### config.mk
export PLATFORM = sky130hd
export DESIGN_NAME = reg_ctx_sequencer_flat
export DESIGN_NICKNAME = d
export VERILOG_FILES = /design/src/rtl/reg_ctx_sequencer_if.sv /design/src/rtl/reg_ctx_sequencer.sv /design/src/flat_wrapper.sv
export SDC_FILE = /design/constraint.sdc
export NUM_CORES = 1
export LEC_CHECK = 0
export ABC_AREA = 1
export CORE_UTILIZATION = 35
export DETAILED_ROUTE_END_ITERATION = 6
export PLACE_DENSITY = 0.72
export SYNTH_ARGS = -nofsm -noshare
export SYNTH_HDL_FRONTEND = slang
export SYNTH_SLANG_ARGS = --single-unit
### constraint.sdc
create_clock -name Slow_Clock -period 4.1 [get_ports Slow_Clock]
set_input_delay 0.615 -clock Slow_Clock [delete_from_list [all_inputs] [get_ports Slow_Clock]]
set_output_delay 0.615 -clock Slow_Clock [all_outputs]
set_load 0.01 [all_outputs]
### src/rtl/reg_ctx_sequencer_if.sv
// Bus bundle for reg_ctx_sequencer.
//   master : the sequencer side (drives Busy/Done/Aborted, register-file port 3, memory request)
//   slave  : the environment side (trap logic requests, register file read-back, memory response)
interface reg_ctx_sequencer_if;
  logic        Save_Req;
  logic        Restore_Req;
  logic        Abort;
  logic [31:0] Base_Addr;
  logic        Busy;
  logic        Done;
  logic        Aborted;
  logic [5:0]  Rf_Sel;
  logic        Rf_Write;
  logic [31:0] Rf_Write_Data;
  logic [31:0] Rf_Read_Data;
  logic        Mem_Req;
  logic        Mem_Write;
  logic [31:0] Mem_Addr;
  logic [31:0] Mem_Wdata;
  logic        Mem_Ack;
  logic [31:0] Mem_Rdata;

  modport master (
    input  Save_Req, Restore_Req, Abort, Base_Addr, Rf_Read_Data, Mem_Ack, Mem_Rdata,
    output Busy, Done, Aborted, Rf_Sel, Rf_Write, Rf_Write_Data,
           Mem_Req, Mem_Write, Mem_Addr, Mem_Wdata
  );

  modport slave (
    output Save_Req, Restore_Req, Abort, Base_Addr, Rf_Read_Data, Mem_Ack, Mem_Rdata,
    input  Busy, Done, Aborted, Rf_Sel, Rf_Write, Rf_Write_Data,
           Mem_Req, Mem_Write, Mem_Addr, Mem_Wdata
  );
endinterface

### src/rtl/reg_ctx_sequencer.sv
// Context save/restore sequencer for the 64x32 register file.
// Walks registers FIRST_REG..LAST_REG through register-file port 3 and moves
// each word to (save) or from (restore) a memory buffer at a latched base.
// Ports:
//   Slow_Clock : clock, all state on posedge
//   Reset_n    : asynchronous active-low reset
//   bus        : request/status, register-file port 3 and memory port (master side)
// All outputs are decoded from registered state only, so they drop to 0 the
// moment reset is asserted.
module reg_ctx_sequencer #(
  parameter int FIRST_REG   = 1,
  parameter int LAST_REG    = 63,
  parameter int ADDR_STRIDE = 4
) (
  input  logic                 Slow_Clock,
  input  logic                 Reset_n,
  reg_ctx_sequencer_if.master  bus
);

  typedef enum logic [2:0] {
    IDLE, SAVE_RD, SAVE_MEM, RST_MEM, RST_WR, FINISH
  } state_t;

  localparam logic [5:0] FIRST = 6'(FIRST_REG);
  localparam logic [5:0] LAST  = 6'(LAST_REG);

  state_t      state, state_n;
  logic [5:0]  idx, idx_n;
  logic [31:0] base, base_n;
  logic [31:0] data, data_n;
  logic        ab, ab_n;

  logic        abort_now;
  logic        last;
  logic [31:0] addr;

  assign abort_now = ab | bus.Abort;
  assign last      = (idx == LAST);
  // Wraps modulo 2^32 by construction.
  assign addr      = base + (({26'd0, idx} - 32'(FIRST_REG)) * 32'(ADDR_STRIDE));

  always_ff @(posedge Slow_Clock or negedge Reset_n) begin
    if (!Reset_n) begin
      state <= IDLE;
      idx   <= FIRST;
      base  <= '0;
      data  <= '0;
      ab    <= 1'b0;
    end else begin
      state <= state_n;
      idx   <= idx_n;
      base  <= base_n;
      data  <= data_n;
      ab    <= ab_n;
    end
  end

  always_comb begin
    state_n           = state;
    idx_n             = idx;
    base_n            = base;
    data_n            = data;
    ab_n              = ab;
    bus.Busy          = (state != IDLE);
    bus.Done          = 1'b0;
    bus.Aborted       = 1'b0;
    bus.Rf_Sel        = '0;
    bus.Rf_Write      = 1'b0;
    bus.Rf_Write_Data = '0;
    bus.Mem_Req       = 1'b0;
    bus.Mem_Write     = 1'b0;
    bus.Mem_Addr      = '0;
    bus.Mem_Wdata     = '0;

    case (state)
      IDLE: begin
        ab_n  = 1'b0;
        idx_n = FIRST;
        if (bus.Save_Req) begin
          base_n  = bus.Base_Addr;
          state_n = SAVE_RD;
        end else if (bus.Restore_Req) begin
          base_n  = bus.Base_Addr;
          state_n = RST_MEM;
        end
      end

      SAVE_RD: begin
        bus.Rf_Sel = idx;
        data_n     = bus.Rf_Read_Data;
        ab_n       = abort_now;
        state_n    = abort_now ? FINISH : SAVE_MEM;
      end

      // Request fields are driven from registers only, so they hold steady
      // until the Ack cycle.
      SAVE_MEM: begin
        bus.Mem_Req   = 1'b1;
        bus.Mem_Write = 1'b1;
        bus.Mem_Addr  = addr;
        bus.Mem_Wdata = data;
        ab_n          = abort_now;
        if (bus.Mem_Ack) begin
          if (abort_now || last) state_n = FINISH;
          else begin
            idx_n   = idx + 6'd1;
            state_n = SAVE_RD;
          end
        end
      end

      RST_MEM: begin
        bus.Mem_Req  = 1'b1;
        bus.Mem_Addr = addr;
        ab_n         = abort_now;
        if (bus.Mem_Ack) begin
          data_n  = bus.Mem_Rdata;
          // An abort taken here skips the register write entirely.
          state_n = abort_now ? FINISH : RST_WR;
        end
      end

      RST_WR: begin
        bus.Rf_Sel        = idx;
        bus.Rf_Write      = 1'b1;
        bus.Rf_Write_Data = data;
        ab_n              = abort_now;
        if (abort_now || last) state_n = FINISH;
        else begin
          idx_n   = idx + 6'd1;
          state_n = RST_MEM;
        end
      end

      FINISH: begin
        bus.Done    = ~ab;
        bus.Aborted = ab;
        ab_n        = 1'b0;
        idx_n       = FIRST;
        state_n     = IDLE;
      end

      default: state_n = IDLE;
    endcase
  end

endmodule

### src/flat_wrapper.sv
// flat-port wrapper written by rule: the top's interface ports become plain ports
module reg_ctx_sequencer_flat 
#(
  parameter int FIRST_REG   = 1,
  parameter int LAST_REG    = 63,
  parameter int ADDR_STRIDE = 4
)
  (Slow_Clock, Reset_n, bus_Save_Req, bus_Restore_Req, bus_Abort, bus_Base_Addr, bus_Rf_Read_Data, bus_Mem_Ack, bus_Mem_Rdata, bus_Busy, bus_Done, bus_Aborted, bus_Rf_Sel, bus_Rf_Write, bus_Rf_Write_Data, bus_Mem_Req, bus_Mem_Write, bus_Mem_Addr, bus_Mem_Wdata);
  reg_ctx_sequencer_if bus_i ();
  input  logic Slow_Clock;
  input  logic Reset_n;
  input wire logic [$bits(bus_i.Save_Req)-1:0] bus_Save_Req;
  input wire logic [$bits(bus_i.Restore_Req)-1:0] bus_Restore_Req;
  input wire logic [$bits(bus_i.Abort)-1:0] bus_Abort;
  input wire logic [$bits(bus_i.Base_Addr)-1:0] bus_Base_Addr;
  input wire logic [$bits(bus_i.Rf_Read_Data)-1:0] bus_Rf_Read_Data;
  input wire logic [$bits(bus_i.Mem_Ack)-1:0] bus_Mem_Ack;
  input wire logic [$bits(bus_i.Mem_Rdata)-1:0] bus_Mem_Rdata;
  output wire logic [$bits(bus_i.Busy)-1:0] bus_Busy;
  output wire logic [$bits(bus_i.Done)-1:0] bus_Done;
  output wire logic [$bits(bus_i.Aborted)-1:0] bus_Aborted;
  output wire logic [$bits(bus_i.Rf_Sel)-1:0] bus_Rf_Sel;
  output wire logic [$bits(bus_i.Rf_Write)-1:0] bus_Rf_Write;
  output wire logic [$bits(bus_i.Rf_Write_Data)-1:0] bus_Rf_Write_Data;
  output wire logic [$bits(bus_i.Mem_Req)-1:0] bus_Mem_Req;
  output wire logic [$bits(bus_i.Mem_Write)-1:0] bus_Mem_Write;
  output wire logic [$bits(bus_i.Mem_Addr)-1:0] bus_Mem_Addr;
  output wire logic [$bits(bus_i.Mem_Wdata)-1:0] bus_Mem_Wdata;
  assign bus_i.Save_Req = bus_Save_Req;
  assign bus_i.Restore_Req = bus_Restore_Req;
  assign bus_i.Abort = bus_Abort;
  assign bus_i.Base_Addr = bus_Base_Addr;
  assign bus_i.Rf_Read_Data = bus_Rf_Read_Data;
  assign bus_i.Mem_Ack = bus_Mem_Ack;
  assign bus_i.Mem_Rdata = bus_Mem_Rdata;
  assign bus_Busy = bus_i.Busy;
  assign bus_Done = bus_i.Done;
  assign bus_Aborted = bus_i.Aborted;
  assign bus_Rf_Sel = bus_i.Rf_Sel;
  assign bus_Rf_Write = bus_i.Rf_Write;
  assign bus_Rf_Write_Data = bus_i.Rf_Write_Data;
  assign bus_Mem_Req = bus_i.Mem_Req;
  assign bus_Mem_Write = bus_i.Mem_Write;
  assign bus_Mem_Addr = bus_i.Mem_Addr;
  assign bus_Mem_Wdata = bus_i.Mem_Wdata;
  reg_ctx_sequencer #(.FIRST_REG(FIRST_REG), .LAST_REG(LAST_REG), .ADDR_STRIDE(ADDR_STRIDE)) u_core (.Slow_Clock(Slow_Clock), .Reset_n(Reset_n), .bus(bus_i));
endmodule
==> results.yml <==
hold_path:
  worst_hold_path_type: "input pin to async pin"
cts:
  htree_levels: 3
  cts-root-buf: "clkbuf_16"
  cts_tree: "done"
  clkLatencyLatePin_ps: 350
  path_clk_slew_ps: 60
  cts_hold_buffers: 0
  cts_made_buffers: 9
  clockBufferDepth: 2
  cts.sinks: 74
worst_setup_path:
  worst_setup_path_start_kind: "flip-flop"
  cp_max_fo: 14
  crit_path_end_kind: "output port"
  cp.arrival_ps: 3410
  worstSetupPathType: "flip-flop to output port"
  required_ps: 3480
power_and_ir_drop:
  peakVddDrop_uv: 443
  total_leakage_power_uw: 0.00435
  power.density_nw_per_um2: 953
sta:
  fmax_mhz: 248
  maxSlewViolCount: 0
  clock-skew-final_ps: 6.99
  slew_headroom_pct: 33.8
  fin_hold_ws_ps: 427
  hold_viol_final: 0
  worst_slew_pin_slew_ps: 994
  grt_setup_unrepaired: "yes"
  fin_ws_ps: 72.3
  fin_crit_sh_pct: 98.2
  post-route-min-period_ps: 4030
  finalSetupViolCount: 0
synth:
  synth.distinct_cells: 42
  synth_area_leader_cell: "dfrtp_1"
  synth.top_cells.by_count: "nand2_1, nor2_1, inv_1"
  ys_ff_latch: 74
  yosys_warnings: 0
  ys_seq_area_share_pct: 31.3
  synth_nets: 1027
  avgSynthCellArea_um2: 6.64
  synth_top_area_share_pct: 30.8
  synth_area_um2: 5920
  synthCells: 892
  synth_enable_flop_cells: 0
  synth_top_cells_by_area: "dfrtp_1, nand2_1, nor2_1"
  async_flop_share_pct: 100
  synth_ff_type: "dfrtp_1"
  yosysMostFrequentCell: "nand2_1"
routing:
  num_vias: 6317
  drc: 0
  drtIter0Drc: 344
  wl_um: 19000
  post_drt_wl_per_cell_um: 14.4
  dr.pass1.iters: 6
  vias_per_cell: 4.78
  antenna_left: 0
global_route:
  grt_pass1_vias: 6131
  grt_first_pass_wirelength_um: 30500
  grt_usage_pct: 22.3
  overflow: 0
  grt_max_degree: 75
  antenna_found_initial: 1
die:
  ios: 210
  die_h_um: 132
  start_util_pct: 35.7
  die_area_um2: 17500
  die-width_um: 132
  num_rows: 47
  core_region_area_um2: 16600
job:
  drv_cap: 0
final_layout:
  drive_above_1_share_pct: 9.89
  antennaDiodeCount: 0
  area_delta_synth_final_pct: 50.0
  layout.nets: 1232
placement:
  gp_congestion: 0.921
  portBuffers: 209
  dp_hpwl_um: 14300
  detailedPlace.worstSlack_ps: 88.3
outcome:
  status: "finished, final reports clean"
cells by family after synthesis:
family / count (synthesis) / synth area share (%)
AND/OR/NAND/NOR: 449 / 30.9
buffers and inverters: 170 / 11.4
AO/OA/AOI/OAI: 121 / 11.3
flip-flops: 74 / 31.3
adder cells (fa/ha/maj): 33 / 7.10
multiplexers: 30 / 5.70
XOR/XNOR: 15 / 2.22
per-stage QoR:
step	setup TNS, ps	cell area (µm²)	utilization, %	instances	total power [µW]
after CTS	-76.7	8740	52.7	1321	8200
final	0	8890	53.6	1322	8460
after floorplan	0	5920	-	892	5220
after detailed placement	0	8220	49.5	1304	6970
after global placement	0	8220	49.5	1304	6900
after global routing	-351	8890	53.6	1322	9320
registers in the layout, summed over array words and instances, names as in the netlist:
register	cells
u_core.state	3
u_core.data	32
u_core.ab	1
u_core.idx	6
u_core.base	32
final cells by class:
class	instances	area, µm²
clock buffer	10	229
inverter	145	549
multi-input combinational	648	3700
fill	1588	7700
sequential	74	1850
clock inverter	6	91.3
timing repair buffer	219	2180
tap	220	275
cells in the final DEF (no fill, tap or decap), drive strengths merged, types with 2 or more instances in the layout:
cell / n
clkinv: 4
bufinv: 2
o22ai: 33
o21ai: 46
o21bai: 2
nor3: 8
mux2: 30
and2: 4
dlygate4sd2: 3
inv: 145
nor2: 191
clkbuf: 13
a21o: 3
nand2: 209
dfrtp: 73
nand4: 3
xnor2: 9
buf: 11
dlymetal6s2s: 10
nand3: 29
a21oi: 33
clkdlybuf4s50: 191
xor2: 6
ha: 32
routing by layer:
| layer | wire, µm | vias up | global-route usage, % | part of all wire (%) |
|---|---|---|---|---|
| met5 | 13 | - | 0 | 0.068 |
| met2 | 9260 | 203 | 38.4 | 49 |
| met4 | 478 | 2 | 8.20 | 2.5 |
| met3 | 1540 | 30 | 7.30 | 8.1 |
| li1 | - | 3216 | - | - |
| met1 | 7690 | 2866 | 25.8 | 41 |
worst max-delay path, stage by stage, from the launching register on:
cell and delay, ps:
dfstp_2 560, inv_1 90, ha_1 230, nand2_1 90, nor2_2 50, nand2_2 110, inv_6 90, buf_12 170
ha_1 340, a21o_1 190, nor2_1 140, nand2_1 100, a21oi_2 130, a21oi_1 90, nor2_2 130, clkdlybuf4s50_1 540
where the power goes:
part           switching (µW)  total [µW]  internal [µW]
combinational            3710        6270           2560
clock                     334         869            535
sequential                232        1330           1090
what timing repair did:
item | CTS | global route
pin swaps | 2 | 6
hold endpoints to repair | 0 | 0
setup endpoints to repair | 19 | 21
resized for setup | 39 | 44
setup buffers | 1 | 1
worst paths after layout:
check | cells past startpoint | endpoint | start | slack, ps
worst max-delay path | 15 | bus_Mem_Addr[31] | u_core.idx[0] | 70
worst min-delay path | 1 | u_core.base[10] | Reset_n | 430
worst max register to register | 7 | u_core.data[13] | u_core.state[1] | 1820
worst min register to register | 1 | u_core.base[5] | u_core.base[5] | 510
max in group asynchronous | 1 | u_core.data[13] | Reset_n | 3030
min in group Slow_Clock | 1 | u_core.base[5] | u_core.base[5] | 510
Power figures use the tool's default switching activity.
